File: src/rtl/display_pkg.sv
// Shared message codes and state encoding for the game-status display path.
// The downstream 7-segment driver imports the MSG_* codes from here as well.
package display_pkg;

    localparam logic [3:0] MSG_IDLE  = 4'h0;
    localparam logic [3:0] MSG_READY = 4'h1;
    localparam logic [3:0] MSG_ERR   = 4'h2;
    localparam logic [3:0] MSG_END   = 4'h3;
    localparam logic [3:0] MSG_PLAY  = 4'h4;

    typedef enum logic [2:0] {
        ST_IDLE  = 3'd0,
        ST_READY = 3'd1,
        ST_PLAY  = 3'd2,
        ST_END   = 3'd3,
        ST_FAULT = 3'd4
    } state_t;

    // Digit code shown for a state; blinking states fall back to blank (idle) in the off phase.
    function automatic logic [3:0] state_msg(input state_t st, input logic phase_on);
        logic [3:0] m;
        m = MSG_IDLE;
        case (st)
            ST_READY: m = phase_on ? MSG_READY : MSG_IDLE;
            ST_PLAY:  m = MSG_PLAY;
            ST_END:   m = MSG_END;
            ST_FAULT: m = phase_on ? MSG_ERR : MSG_IDLE;
            default:  m = MSG_IDLE;
        endcase
        return m;
    endfunction

    function automatic logic state_busy(input state_t st);
        return (st == ST_READY) || (st == ST_PLAY) || (st == ST_END);
    endfunction

endpackage

File: src/rtl/tick_divider.sv
// Free-running modulo-DIV counter; tick is high while the count sits at DIV-1.
// clr restarts the period so the next tick lands DIV cycles later.
module tick_divider #(
    parameter int DIV = 4
) (
    input  logic clk,
    input  logic rst_n,
    input  logic clr,
    output logic tick
);

    localparam int W = (DIV > 1) ? $clog2(DIV) : 1;

    logic [W-1:0] cnt;

    assign tick = (cnt == W'(DIV - 1));

    always_ff @(posedge clk or negedge rst_n) begin
        if (!rst_n) begin
            cnt <= '0;
        end else if (clr || tick) begin
            cnt <= '0;
        end else begin
            cnt <= cnt + 1'b1;
        end
    end

endmodule

File: src/rtl/display_msg_seq.sv
// Game-status message sequencer: timed FSM driving the four digit codes of the
// 7-segment display driver from start/stop/fault pulses.
module display_msg_seq
    import display_pkg::*;
#(
    parameter int TICK_DIV    = 50_000_000,
    parameter int BLINK_DIV   = 25_000_000,
    parameter int READY_TICKS = 3,
    parameter int END_TICKS   = 2
) (
    input  logic       clk,
    input  logic       rst_n,
    input  logic       start,
    input  logic       stop,
    input  logic       fault,
    output logic [3:0] an0,
    output logic [3:0] an1,
    output logic [3:0] an2,
    output logic [3:0] an3,
    output logic       busy
);

    localparam int MAX_TICKS = (READY_TICKS > END_TICKS) ? READY_TICKS : END_TICKS;
    localparam int SEC_W     = $clog2(MAX_TICKS + 1);

    state_t           state_q, state_d;
    logic [SEC_W-1:0] sec_q, sec_d;
    logic             phase_q, phase_d;
    logic             entering;
    logic             sec_tick, blink_tick;
    logic             ready_done, end_done;
    logic [3:0]       msg_d;

    // Both dividers restart on state entry so timing is measured from the entry edge.
    tick_divider #(.DIV(TICK_DIV)) u_sec_div (
        .clk   (clk),
        .rst_n (rst_n),
        .clr   (entering),
        .tick  (sec_tick)
    );

    tick_divider #(.DIV(BLINK_DIV)) u_blink_div (
        .clk   (clk),
        .rst_n (rst_n),
        .clr   (entering),
        .tick  (blink_tick)
    );

    // Timeout fires on the tick that would bring the seconds count to its limit.
    assign ready_done = sec_tick && (sec_q == SEC_W'(READY_TICKS - 1));
    assign end_done   = sec_tick && (sec_q == SEC_W'(END_TICKS - 1));

    always_comb begin
        state_d = state_q;
        case (state_q)
            ST_IDLE: begin
                if (fault)      state_d = ST_FAULT;
                else if (start) state_d = ST_READY;
            end
            ST_READY: begin
                if (fault)           state_d = ST_FAULT;
                else if (ready_done) state_d = ST_PLAY;
            end
            ST_PLAY: begin
                if (fault)     state_d = ST_FAULT;
                else if (stop) state_d = ST_END;
            end
            ST_END: begin
                if (fault)         state_d = ST_FAULT;
                else if (end_done) state_d = ST_IDLE;
            end
            ST_FAULT: begin
                if (start) state_d = ST_IDLE;
            end
            default: state_d = ST_IDLE;
        endcase
    end

    assign entering = (state_d != state_q);

    always_comb begin
        sec_d   = sec_q;
        phase_d = phase_q;
        if (entering) begin
            sec_d   = '0;
            phase_d = 1'b1;
        end else begin
            if (sec_tick && (state_q == ST_READY || state_q == ST_END))
                sec_d = sec_q + 1'b1;
            if (blink_tick)
                phase_d = ~phase_q;
        end
    end

    assign msg_d = state_msg(state_d, phase_d);

    always_ff @(posedge clk or negedge rst_n) begin
        if (!rst_n) begin
            state_q <= ST_IDLE;
            sec_q   <= '0;
            phase_q <= 1'b0;
            an0     <= MSG_IDLE;
            an1     <= MSG_IDLE;
            an2     <= MSG_IDLE;
            an3     <= MSG_IDLE;
            busy    <= 1'b0;
        end else begin
            state_q <= state_d;
            sec_q   <= sec_d;
            phase_q <= phase_d;
            an0     <= msg_d;
            an1     <= msg_d;
            an2     <= msg_d;
            an3     <= msg_d;
            busy    <= state_busy(state_d);
        end
    end

endmodule

File: config.mk
export PLATFORM = sky130hd
export DESIGN_NAME = display_msg_seq
export DESIGN_NICKNAME = d
export VERILOG_FILES = /design/src/rtl/display_pkg.sv /design/src/rtl/tick_divider.sv /design/src/rtl/display_msg_seq.sv
export SDC_FILE = /design/constraint.sdc
export NUM_CORES = 1
export LEC_CHECK = 0
export CAP_MARGIN = 10
export CORE_UTILIZATION = 40
export DETAILED_ROUTE_END_ITERATION = 10
export HOLD_SLACK_MARGIN = 0.06
export PLACE_DENSITY = 0.55
export SETUP_SLACK_MARGIN = 0.15
export SYNTH_ARGS = -nofsm -noshare
export SYNTH_HDL_FRONTEND = slang
export SYNTH_SLANG_ARGS = --single-unit
File: constraint.sdc
create_clock -name clk -period 2.4 [get_ports clk]
set_clock_uncertainty 0.2 [all_clocks]
set_input_delay 0.48 -clock clk [delete_from_list [all_inputs] [get_ports clk]]
set_output_delay 0.48 -clock clk [all_outputs]
set_load 0.01 [all_outputs]
==> results by stage <==
Outcome:
- The run finished with clean final reports.

Worst hold path:
- The class of the tightest hold or removal check is flop to flop.
- The number of instances on the worst hold path is 1.
- The path with the worst hold slack has its endpoint at u_sec_div.cnt[0].
- The start point of the worst min-delay path is u_sec_div.cnt[0].

Placement:
- The post-placement cell area is 3450 sq um.
- Routability-driven placement finished with a final weighted congestion of 0.796.
- The sum of net half-perimeters after detailed placement is 3950 um.
- The total of buffers placed on input and output ports is 17.
- After detailed placement, the design holds a cell count of 440.

Worst setup path:
- The kind of start point of the critical path is an input port.
- The worst setup path is captured at a flop.
- The worst setup path is of the input port to flop kind.
- The data required time of the worst path is 2460 ps.
- The worst register-to-register path has a setup slack of 310 ps.
- Counting cells, the worst reg-to-reg path comes to 6.
- For the worst setup path, the data arrival time is 2160 ps.
- Of all nets on the critical path, the largest fanout is 25.
- The capturing point of the worst reg2reg path is u_blink_div.cnt[22].
- The startpoint of the lowest-slack register-to-register path is u_sec_div.cnt[9].

Cells and area:
- In the layout the commonest cells are sky130_fd_sc_hd__dfrtp_1 (61), sky130_fd_sc_hd__nor2_1 (50), sky130_fd_sc_hd__xnor2_1 (31), sky130_fd_sc_hd__nand3_1 (19), sky130_fd_sc_hd__inv_1 (18).
- The filler cell count in the final layout is 714.
- Of the cells placed in the final design, the portion with a size suffix greater than 1 is 15.1%.
- The area overhead of the layout relative to synthesis is 16.9%.
- Leaving out fill and tap cells, the most frequent cell in the layout is sky130_fd_sc_hd__dfrtp_1.
- With fillers left out, the area of the finished cells amounts to 3740 sq um.
- The number of nets at the end of the flow is 361.
- The repair_antennas step left the layout with diodes totalling 0.
- For this run, the number of standard cells in the final layout without fillers is 459.

Synthesis:
- The sequential-to-total area share from yosys stat is 47.7%.
- The number of synthesis warnings is 0.
- The top-area cell type share of the netlist area is 47.7%.
- Counting flops with a built-in enable in the synthesized netlist gives 0.
- The share of synthesized flip-flops with an asynchronous set or reset is 100%.
- The most used flip-flop cell after synthesis is sky130_fd_sc_hd__dfrtp_1.
- The number of distinct standard cells referenced by the synthesized netlist is 43.
- The average cell area after synthesis is 9.73 sq um.
- In this run the cell area of the synthesized design comes to 3200 sq um.
- The biggest area contributor in the post-synthesis netlist is sky130_fd_sc_hd__dfrtp_1.
- Counting every instance in the synthesized netlist gives 329.
- The synthesized flop and latch total is 61.
- Sorting the synthesized cells by area gives the leading types as sky130_fd_sc_hd__dfrtp_1 (48%), sky130_fd_sc_hd__xnor2_1 (8.5%), sky130_fd_sc_hd__nor2_1 (5.9%).

GRT:
- Global routing used 15.8% of the available tracks.
- The first global-routing pass estimated 10,300 um of wire.
- The overall overflow remaining after global route is 0.
- The maximum number of pins on one net before global-route repair is 26.
- The number of antenna violations at the first check in global routing is 0.
- The number of global-route vias before repair is 2,255.

Drt:
- Dividing the detail-routed wire length by the instance count gives 12.5 um.
- In the routed design, unresolved DRC markers number 0.
- The number of antenna-violating nets in the routed design is 0.
- Detailed routing inserted a total of 2,224 vias.
- The first routing iteration left 47 violations.
- The via count normalized by instance count is 4.85.
- Wires add up to 5750 um.
- The first TritonRoute pass finished after 4 iterations.

Pwr:
- The sequential cell fraction of total power is 46.4%.
- Across the VDD grid, the largest voltage drop is 0.336 mV.
- For this design the ratio of total power to cell area is 616 nW/um^2.
- In this run switching power makes up 23.1% of total power.
- The power dissipated by switching net loads is 0.531 mW.
- The analysis attributes to cell leakage a power of 1.50 nW.
- The clock network burns 45.1% of the power.
- Combinational logic burns 8.5% of the power.
- The internal power consumption is 1.77 mW.

CTS:
- In this run the number of H-tree levels came out at 3.
- TritonCTS built the clock tree.
- The buffer cell driving the clock tree root is sky130_fd_sc_hd__clkbuf_8.
- At the later pin of the worst-skew pair, clock insertion delay measures 340 ps.
- The number of buffers added by the clock tree synthesis step is 9.
- Clock-pin slew was measured on the worst setup and hold paths at 70 ps.
- The number of buffers on the longest clock path is 2.
- The count of clock tree sinks is 61.

STA:
- The smallest clock period supported by the final layout is computed as 2100 ps.
- The max-slew violation count is 0.
- For this run, the top clock speed supported by timing is 0.477 GHz.
- Setup repair after global routing left no endpoint under its margin.
- The number of hold-slack violations in the final timing report is 0.
- The final setup violation count is 0.
- Of the available clock period, the critical path in the final layout requires 87.4%.

Floorplan:
- The floorplan step set the die height to 91.5 um.
- After floorplanning, the core was sized to cover 7730 sq um.
- Pin placement for this block handled 22 I/O pins.
- The horizontal die dimension is 91.5 um.
- The die outline area is 8360 sq um.
- The initial standard-cell utilization of the core is 41.4%.
- The total number of placement rows is 32.

Run:
- Across the run, the number of max-cap violations was 0.
[flip-flops by register name, summed over array words and instances, names as in the netlist]
register / cells
busy: 1
u_blink_div.cnt: 25
an3: 3
state_q: 3
sec_q: 2
phase_q: 1
u_sec_div.cnt: 26
[repair_timing]
action / in CTS / in global routing
hold buffers: 1 / 0
setup buffers: 0 / 2
endpoints found under the setup margin: 0 / 31
resized for setup: 0 / 5
hold endpoints to repair: 8 / 0
[synthesized netlist by cell type (all sizes together) (3+ instances only)]
| library cell | count |
|---|---|
| inv | 18 |
| nand4 | 10 |
| buf | 22 |
| and4bb | 3 |
| nor3 | 14 |
| o21ai | 7 |
| a21oi | 7 |
| ha | 4 |
| nand2 | 14 |
| dfrtp | 61 |
| xnor2 | 31 |
| nor4 | 14 |
| nor2 | 60 |
| nand3 | 20 |
| and3 | 8 |
| or3 | 5 |
| xor2 | 14 |
[worst max path at each step]
stage,from,to,slack (ps)
after floorplan,u_sec_div.cnt[0],u_blink_div.cnt[12],300
after global placement,start,an3[0],2
after detailed placement,start,u_blink_div.cnt[7],-30
after CTS,u_sec_div.cnt[9],an3[0],150
after global routing,u_sec_div.cnt[0],u_blink_div.cnt[3],160
final,start,u_blink_div.cnt[7],300
[area by class of cell]
class / count / area (sq um) / share of cell area [%]
clock buffer: 12 / 155 / 4.15
clock inverter: 4 / 70.1 / 1.87
inverter: 18 / 67.6 / 1.81
multi-input combinational: 231 / 1490 / 39.7
sequential: 61 / 1530 / 40.8
tap: 102 / 128 / 3.41
timing repair buffer: 31 / 310 / 8.29
[cell families (layout without fill, tap and decap cells)]
group           count (synthesis)  count (layout)  share of synthesized area [%]
buf+inv                        40              65                           7.47
mux                             1               1                          0.352
other cells                     1               4                          0.117
simple gates                  158             158                           26.9
flops                          61              61                           47.7
fa+ha+maj                       4               4                           1.56
xor+xnor                       45              45                           12.3
compound gates                 19              19                           3.64
[worst max-delay path, stage by stage]
cell	delay [ps]
sky130_fd_sc_hd__clkdlybuf4s50_1	420
sky130_fd_sc_hd__mux2_2	290
sky130_fd_sc_hd__a21oi_2	190
sky130_fd_sc_hd__nor4b_4	70
sky130_fd_sc_hd__or3_1	400
sky130_fd_sc_hd__buf_12	190
sky130_fd_sc_hd__a21oi_1	120
[per-stage QoR]
stage          utilization [%]  setup TNS (ps)  hold WS [ps]  total power, mW  worst slack (ps)
3_3_place_gp              44.7               0           168             1.29              1.88
4_1_cts                   47.7               0           290             2.34               154
2_1_floorplan                -               0         -15.6             1.21               297
3_5_place_dp              44.7           -44.2           167             1.29             -26.6
6_report                  48.4               0           291             2.30               303
5_1_grt                   48.4               0           318             2.40               155
[layer usage]
layer,vias up,wire length [um],global-route usage [%]
met3,11,147,4.27
met2,20,2710,25.1
li1,1141,-,-
met4,0,112,7.14
met1,1052,2780,20.1
met5,-,0,0
[power groups by stage]
stage	Combinational, mW	Sequential (mW)	Clock, mW
floorplan	0.124	1.09	0
global placement	0.197	1.09	0
detailed placement	0.198	1.09	0
CTS	0.199	1.07	1.08
global route	0.220	1.07	1.11
finish	0.195	1.07	1.04
(Power assumes the default switching activity.)
